**config.mk**
```make
export PLATFORM = sky130hd
export DESIGN_NAME = cpu_sequencer
export DESIGN_NICKNAME = d
export VERILOG_FILES = /design/src/rtl/cpu_sequencer_pkg.sv /design/src/rtl/cpu_sequencer_rise_detector.sv /design/src/rtl/cpu_sequencer.sv
export SDC_FILE = /design/constraint.sdc
export NUM_CORES = 1
export LEC_CHECK = 0
export BUFFER_PORTS_ARGS = -buffer_cell sky130_fd_sc_hd__buf_4
export CORE_MARGIN = 2
export CORE_UTILIZATION = 42
export CTS_CLUSTER_DIAMETER = 120
export CTS_CLUSTER_SIZE = 24
export DETAILED_ROUTE_END_ITERATION = 10
export MAX_ROUTING_LAYER = met4
export PLACE_DENSITY = 0.73
export SYNTH_ARGS = -nofsm -noshare
export SYNTH_HDL_FRONTEND = slang
export SYNTH_HIERARCHICAL = 1
export SYNTH_SLANG_ARGS = --single-unit
```
**constraint.sdc**
```tcl
create_clock -name clock -period 2.4 [get_ports clock]
set_input_delay 0.48 -clock clock [delete_from_list [all_inputs] [get_ports clock]]
set_output_delay 0.48 -clock clock [all_outputs]
set_load 0.1 [all_outputs]
```
**src/rtl/cpu_sequencer_pkg.sv**
```systemverilog
// Shared phase encodings and decode constants for the multi-cycle sequencer.
// The processor and benches decode the phase output with these values.
package cpu_sequencer_pkg;

    localparam int PHASE_W = 3;

    localparam logic [PHASE_W-1:0] ST_IDLE      = 3'd0;
    localparam logic [PHASE_W-1:0] ST_FETCH     = 3'd1;
    localparam logic [PHASE_W-1:0] ST_DECODE    = 3'd2;
    localparam logic [PHASE_W-1:0] ST_EXECUTE   = 3'd3;
    localparam logic [PHASE_W-1:0] ST_MEMORY    = 3'd4;
    localparam logic [PHASE_W-1:0] ST_WRITEBACK = 3'd5;
    localparam logic [PHASE_W-1:0] ST_HALT      = 3'd6;

    localparam logic [5:0] HALT_OPCODE_DEFAULT = 6'd62;
    localparam logic [1:0] SRC_RAM             = 2'd1;

    // Loads and stores both need a MEMORY phase.
    function automatic logic needs_memory(input logic ramconfig, input logic [1:0] regsource);
        return ramconfig || (regsource == SRC_RAM);
    endfunction

endpackage

```
**src/rtl/cpu_sequencer_rise_detector.sv**
```systemverilog
// Registers a slow level input (board switch) and emits a one-cycle pulse on its
// rising edge.
module rise_detector (
    input  logic clock,
    input  logic reset_n,
    input  logic level,
    output logic rise
);

    logic level_q;

    always_ff @(posedge clock or negedge reset_n) begin
        if (!reset_n) begin
            level_q <= 1'b0;
        end else begin
            level_q <= level;
        end
    end

    assign rise = level & ~level_q;

endmodule

```
**src/rtl/cpu_sequencer.sv**
```systemverilog
// Multi-cycle instruction sequencer: walks FETCH..WRITEBACK, gates PC / register / RAM
// writes, supports free-run, single-step and halt, and counts active cycles and retirements.
//
//  state     | meaning
//  IDLE      | waiting for run or an accepted step edge
//  FETCH     | instruction word latched (ir_load)
//  DECODE    | opcode inspected for halt
//  EXECUTE   | ALU work; choose MEMORY or WRITEBACK
//  MEMORY    | RAM access, write strobe on entry only, stall on mem_ready
//  WRITEBACK | commit: PC update and register write, one cycle
//  HALT      | stopped until reset
module cpu_sequencer
    import cpu_sequencer_pkg::*;
#(
    parameter int         COUNT_WIDTH = 32,
    parameter logic [5:0] HALT_OPCODE = HALT_OPCODE_DEFAULT
) (
    input  logic                   clock,
    input  logic                   reset_n,
    input  logic                   run,
    input  logic                   step,
    input  logic [0:31]            instruction,
    input  logic                   ramconfig,
    input  logic                   regbankconfig,
    input  logic [1:0]             regsource,
    input  logic                   mem_ready,
    output logic                   ir_load,
    output logic                   pc_enable,
    output logic                   regbank_wenable,
    output logic                   ram_wenable,
    output logic [PHASE_W-1:0]     phase,
    output logic                   halted,
    output logic [COUNT_WIDTH-1:0] cycle_count,
    output logic [COUNT_WIDTH-1:0] retired_count
);

    logic [PHASE_W-1:0] state;
    logic [PHASE_W-1:0] state_nxt;
    logic               mem_entered;
    logic               step_rise;
    logic               unused_instr;

    assign unused_instr = ^instruction[6:31];

    rise_detector u_step_edge (
        .clock   (clock),
        .reset_n (reset_n),
        .level   (step),
        .rise    (step_rise)
    );

    always_comb begin
        state_nxt = state;
        case (state)
            ST_IDLE: begin
                if (run || step_rise) begin
                    state_nxt = ST_FETCH;
                end
            end
            ST_FETCH:  state_nxt = ST_DECODE;
            ST_DECODE: begin
                if (instruction[0:5] == HALT_OPCODE) begin
                    state_nxt = ST_HALT;
                end else begin
                    state_nxt = ST_EXECUTE;
                end
            end
            ST_EXECUTE: begin
                if (needs_memory(ramconfig, regsource)) begin
                    state_nxt = ST_MEMORY;
                end else begin
                    state_nxt = ST_WRITEBACK;
                end
            end
            ST_MEMORY: begin
                if (mem_ready) begin
                    state_nxt = ST_WRITEBACK;
                end
            end
            // run is sampled only here, so a started instruction always commits fully
            ST_WRITEBACK: state_nxt = run ? ST_FETCH : ST_IDLE;
            ST_HALT:      state_nxt = ST_HALT;
            default:      state_nxt = ST_IDLE;
        endcase
    end

    always_ff @(posedge clock or negedge reset_n) begin
        if (!reset_n) begin
            state         <= ST_IDLE;
            mem_entered   <= 1'b0;
            cycle_count   <= '0;
            retired_count <= '0;
        end else begin
            state       <= state_nxt;
            // Low only on the first MEMORY cycle, so a stalled store writes once.
            mem_entered <= (state == ST_MEMORY);
            if ((state != ST_IDLE) && (state != ST_HALT)) begin
                cycle_count <= cycle_count + 1'b1;
            end
            if (state == ST_WRITEBACK) begin
                retired_count <= retired_count + 1'b1;
            end
        end
    end

    assign phase           = state;
    assign ir_load         = (state == ST_FETCH);
    assign pc_enable       = (state == ST_WRITEBACK);
    assign regbank_wenable = (state == ST_WRITEBACK) & regbankconfig;
    assign ram_wenable     = (state == ST_MEMORY) & ~mem_entered & ramconfig;
    assign halted          = (state == ST_HALT);

endmodule

```
* Word level (Yosys, flattened, before mapping)
Cells that the tools add are included.
** Storage, ports and cells
- Bits in registers :: 69
- Memories :: 0
- Output and inout bits :: 72
- Bits in read-only memories :: 0
- RAM bits :: 0
- Input port bits :: 41
- Bits in latches :: 0
- Logic and storage cells :: 36
** Operators by class
- $mul :: 0
- Bitwise gates (word level) :: 6
- Shifts and indexed selects :: 0
- Multiplexer cells :: 6
- Magnitude comparators :: 0
- Div/mod/pow operators :: 0
- Equality and inequality tests :: 11
- Reductions and logical operators :: 6
- Add/sub/neg operators :: 2
** Operators by type and width (count)
- 32-bit by 1-bit adder with 32-bit output, second input constant :: 2
- 3-bit one-hot mux with 7 select lines :: 1
- 3-bit equality test, second input constant :: 3
- 3-bit two-way mux :: 3
- 3-bit by 2-bit equality test with 1-bit output, second input constant :: 2
- 6-bit equality test, second input constant :: 1
- 1-bit AND :: 4
- 2-bit inequality test, second input constant :: 2
- 3-bit by 1-bit equality test with 1-bit output, second input constant :: 1
- 3-bit zero test :: 1
- 3-bit inequality test, second input constant :: 1
- 3-bit nonzero test :: 1
- 2-bit by 1-bit equality test with 1-bit output, second input constant :: 1
- 1-bit logical OR :: 2
- 1-bit two-way mux :: 2
- 1-bit NOT :: 2
- 2-bit AND reduction :: 1
- 1-bit logical AND :: 1

* Depth between registers and ports, before layout
- Depth after elaboration :: 5
- Gate-level depth with buffers :: 6
- Gate-level depth less buffers :: 5

* Hierarchy
Netlist, hierarchy kept.
** Modules (own cells, without submodules)
- cpu_sequencer :: cells each 300, area an instance 3298.2 um^2, instances 1, sequential area each 1701.6 um^2
- rise_detector :: cells each 2, area an instance 38.8 um^2, instances 1, sequential area each 25.0 um^2

* Worst setup path before layout
No wires, ideal clock.
- Path type :: register -> output
- Start :: register state[2], in the netlist phase[2]
- End :: output port ram_wenable
- Data required time :: 1.920 ns
- Cell stages (with the launch flop) :: 4
- Arrival time :: 4.413 ns
- Path buffers :: 1
- Path slack :: -2.493 ns
- Cells stage by stage :: dfrtp_1 buf_2 nand2b_1 nor4b_1
** On the way
- Longest elaborated chain between the ends :: 3
** RTL lines
- start, declared :: line cpu_sequencer.sv:37 : logic [PHASE_W-1:0] state;
- start signal, assigned :: line cpu_sequencer.sv:94 : state <= state_nxt;
- 3-bit equality test :: line cpu_sequencer.sv:110 : assign ram_wenable = (state == ST_MEMORY) & ~mem_entered & ramconfig;
- 1-bit AND (2 in series) :: line cpu_sequencer.sv:110
- end, declared :: line cpu_sequencer.sv:30 : output logic ram_wenable,
Every way passes these cells.

* Worst setup path after layout
- Start :: register state[1], in the netlist phase[1]
- End :: output port regbank_wenable
** On the way
- Longest elaborated chain between the ends :: 2
** RTL lines
- 3-bit equality test :: line cpu_sequencer.sv:109 : assign regbank_wenable = (state == ST_WRITEBACK) & regbankconfig;
- 1-bit AND :: line cpu_sequencer.sv:109
- end, declared :: line cpu_sequencer.sv:29 : output logic regbank_wenable,
Every way passes these cells.

==> flow_summary.ini <==
[run_status]
run_status = complete, no violations

[clock_network]
cts_root_buffer = clkbuf_8
insertion_delay_ns = 0.33
cts_hold_buf = 0
path_clk_slew_ns = 0.08
post_cts_buffers = 0
clock_path_buffers = 2
tritoncts_clock_tree = built
cts-htree-levels = 3
cts_resized = 0
tritoncts_num_sinks = 69
tritoncts.num_buffers = 9

[sta]
post-route-period-util_pct = 94.3
remaining_max_slew_budget_at_the_tightest_pin_pct = 55.9
post-route-min-period_ns = 2.26
hold-worst-slack_ns = 0.0677
slew_violations = 0
slew_at_the_pin_closest_to_its_max_slew_limit_ns = 0.659
setup_slack_ns = 0.137
fin_setup_tns_ns = 0
rsz0062_at_grt = false
hold_viol = 0
setup_violations = 0
timing.fmax_mhz = 442
finalClockSkew_ns = 0.00796

[place]
dp_worst_setup_slack_ns = 0.460
detailed_place_hpwl_um = 5200
placement.io_buffers = 86
final_estimated_routing_congestion_in_global_placement = 0.791
dpl-instance-area_um2 = 4180

[power_and_ir_drop]
power_internal_w = 0.00216
p_leak_nw = 2.11
netSwitchingFraction_pct = 48.3
worst_ir_drop_vdd_mv = 0.851
comb_power_share_pct = 42.5
seq_power_share_pct = 37.4
power_switching_w = 0.00202
power_frac_clock_pct = 20.1
power.density_cell_area_nw_per_um2 = 959

[worst_setup_path]
rr_worst_depth = 5
r2r-start = phase[1]$_DFFE_PN0P_
timing.critical_path.mode_cell = buf_4
critical_path_required_ns = 1.92
critical_path.reg2reg.endpoint = retired_count[24]$_DFFE_PN0N_
crit_fanout = 12
end_kind = output port
path_delay_family = buffers and inverters
crit_buf_inv = 3
worst-r2r-setup-slack_ns = 0.49
slowest_stage = dfrtp_4
timing.critical_path.arrival_ns = 1.78
critical_path.startpoint_type = flop
critical_path_class = flop to output port
crit_chain = nand3b_1, buf_4, clkinvlp_4, and2_4, buf_4
slowest_delay_ns = 0.55

[synth]
syn_nets = 345
yosys_warnings = 6
syn-cell-area_um2 = 3340
yosysSeqAreaShare_pct = 51.7
synth_edf_count = 0
postSynth.topFlopCell = dfrtp_1
synth-seq-cells = 69
synthesized_area_per_cell_um2 = 11.0
synth.distinct_cells = 41
synthCells = 302
async_reset_ff_share_pct = 100

[route]
first_pass_iters = 4
vias = 2576
drtAntennaViolNets = 0
post_drt_via_cell_ratio = 5.12
drtIter0Drc = 99
drt_wl_total_um = 7110
post-route-drc-count = 0
wire_per_inst_um = 14.1

[global_route]
grt_use_total_pct = 17.8
grt_max_degree = 41
grt_pass1_vias = 2528
antenna_found_initial = 0
grt_remaining_overflow = 0
first_pass_grt_wire_length_um = 11900

[floorplan]
pin_count = 113
initial_utilization_pct = 43.2
die_area_um2 = 8670
core_region_area_um2 = 7730
num_rows = 32
die_y_um = 93.1
die_x_um = 93.1

[final_layout]
postLayoutCoreUtil_pct = 56.3
finish.net_count = 439
area_delta_synth_final_pct = 30.4
final_design_area_no_fill_um2 = 4350
num_antenna_cells = 0
post_route_cells_drive_above_1_share_pct = 34.7

[worst_hold_path]
hold_class = primary input to async pin

[flow_run]
max-cap-violations = 0
## synthesized netlist by cell type, drive strengths merged (2+ instances only)
library cell	count	share of area (%)
a21oi	2	0.30
buf	5	0.94
nand2	29	3.3
inv	9	1.0
clkbuf	3	0.34
o211ai	2	1.0
xor2	32	8.6
or4	2	0.56
nand3	22	3.3
a211oi	2	0.45
dfrtp	69	52
nor2	18	2.0
ha	2	0.75
nand4b	2	0.53
and3	6	1.1
xnor2	31	8.1
nor3	14	2.4
and4	4	1.0
nand4	19	3.7
nor4	16	5.6
## logic make-up (layout without fill, tap and decap cells)
| family | Yosys count | count (layout) | share of synthesized area (%) |
|---|---|---|---|
| DFF | 69 | 69 | 51.7 |
| xor gates and xnor gates | 63 | 63 | 16.8 |
| and+or+nand+nor | 139 | 139 | 25.3 |
| muxes | 1 | 1 | 0.337 |
| AOI/OAI and AO/OA | 11 | 11 | 2.77 |
| buffers and inverters | 17 | 116 | 2.29 |
| adders and majority gates | 2 | 2 | 0.750 |
## placed cells by master (no fill, tap or decap), types with 3 or more instances in the layout
cell,synthesis,final
xnor2_1,31,31
nand2_1,29,29
clkbuf_8,0,11
dfrtp_4,0,3
xor2_1,31,31
nand3_1,22,22
nor3_1,12,11
dfrtp_1,69,61
buf_4,0,90
clkinv_2,0,3
nor4_1,5,5
inv_1,9,8
nor4_2,9,9
and4_1,4,4
nand4_1,18,18
dfrtp_2,0,5
nor2_1,18,18
and3_1,6,6
## per-stage QoR
stage / std cells / power (W)
detailed placement: 487 / 0.00337
global placement: 487 / 0.00333
finish: 503 / 0.00417
global route: 503 / 0.00438
floorplan: 302 / 0.00300
CTS: 503 / 0.00422
## power by group through the flow
stage | logic, W | clock network (W) | registers, W
floorplan | 0.000695 | 0 | 0.00230
global placement | 0.00176 | 0 | 0.00157
detailed placement | 0.00179 | 0 | 0.00158
CTS | 0.00179 | 0.000870 | 0.00156
global route | 0.00186 | 0.000927 | 0.00159
finish | 0.00177 | 0.000837 | 0.00156
## how the worst max path moves through the flow
| stage | startpoint | endpoint | slack, ns | depth (start not counted) |
|---|---|---|---|---|
| final | phase[1]$_DFFE_PN0P_ | regbank_wenable | 0.14 | 5 |
| after CTS | phase[1]$_DFFE_PN0P_ | regbank_wenable | 0.10 | 5 |
| after global routing | phase[1]$_DFFE_PN0P_ | regbank_wenable | 0.03 | 5 |
| after detailed placement | phase[1]$_DFFE_PN0P_ | retired_count[24]$_DFFE_PN0N_ | 0.46 | 5 |
| after global placement | phase[1]$_DFFE_PN0P_ | regbank_wenable | 0.48 | 5 |
| after floorplan | phase[1]$_DFFE_PN0P_ | ram_wenable | -0.15 | 3 |
## worst register-to-register path, cell delays in order (launching register included)
cell	delay [ns]
dfrtp_4	0.55
nand3b_1	0.19
buf_4	0.20
nor4_2	0.52
nand4_1	0.19
xnor2_1	0.16
## metal layers
layer,part of all wire [%],vias to the layer above,track usage [%]
met5,0,-,-
met4,0.77,0,5.64
met3,4.5,5,3.95
met2,48,74,27.7
met1,46,1241,23.5
li1,-,1256,-
## area by class of cell
class | instances | area [um2]
Multi-Input combinational cell | 216 | 1570
Sequential cell | 69 | 1740
Fill cell | 678 | 3370
Inverter | 9 | 37.5
Tap cell | 102 | 128
Clock buffer | 12 | 155
Clock inverter | 4 | 22.5
Timing Repair Buffer | 91 | 696
## state kept, by name, summed over array words and instances (netlist names)
register / count
mem_entered: 1
phase: 3
retired_count: 32
cycle_count: 32
u_step_edge/level_q: 1
(Power assumes the default switching activity.)
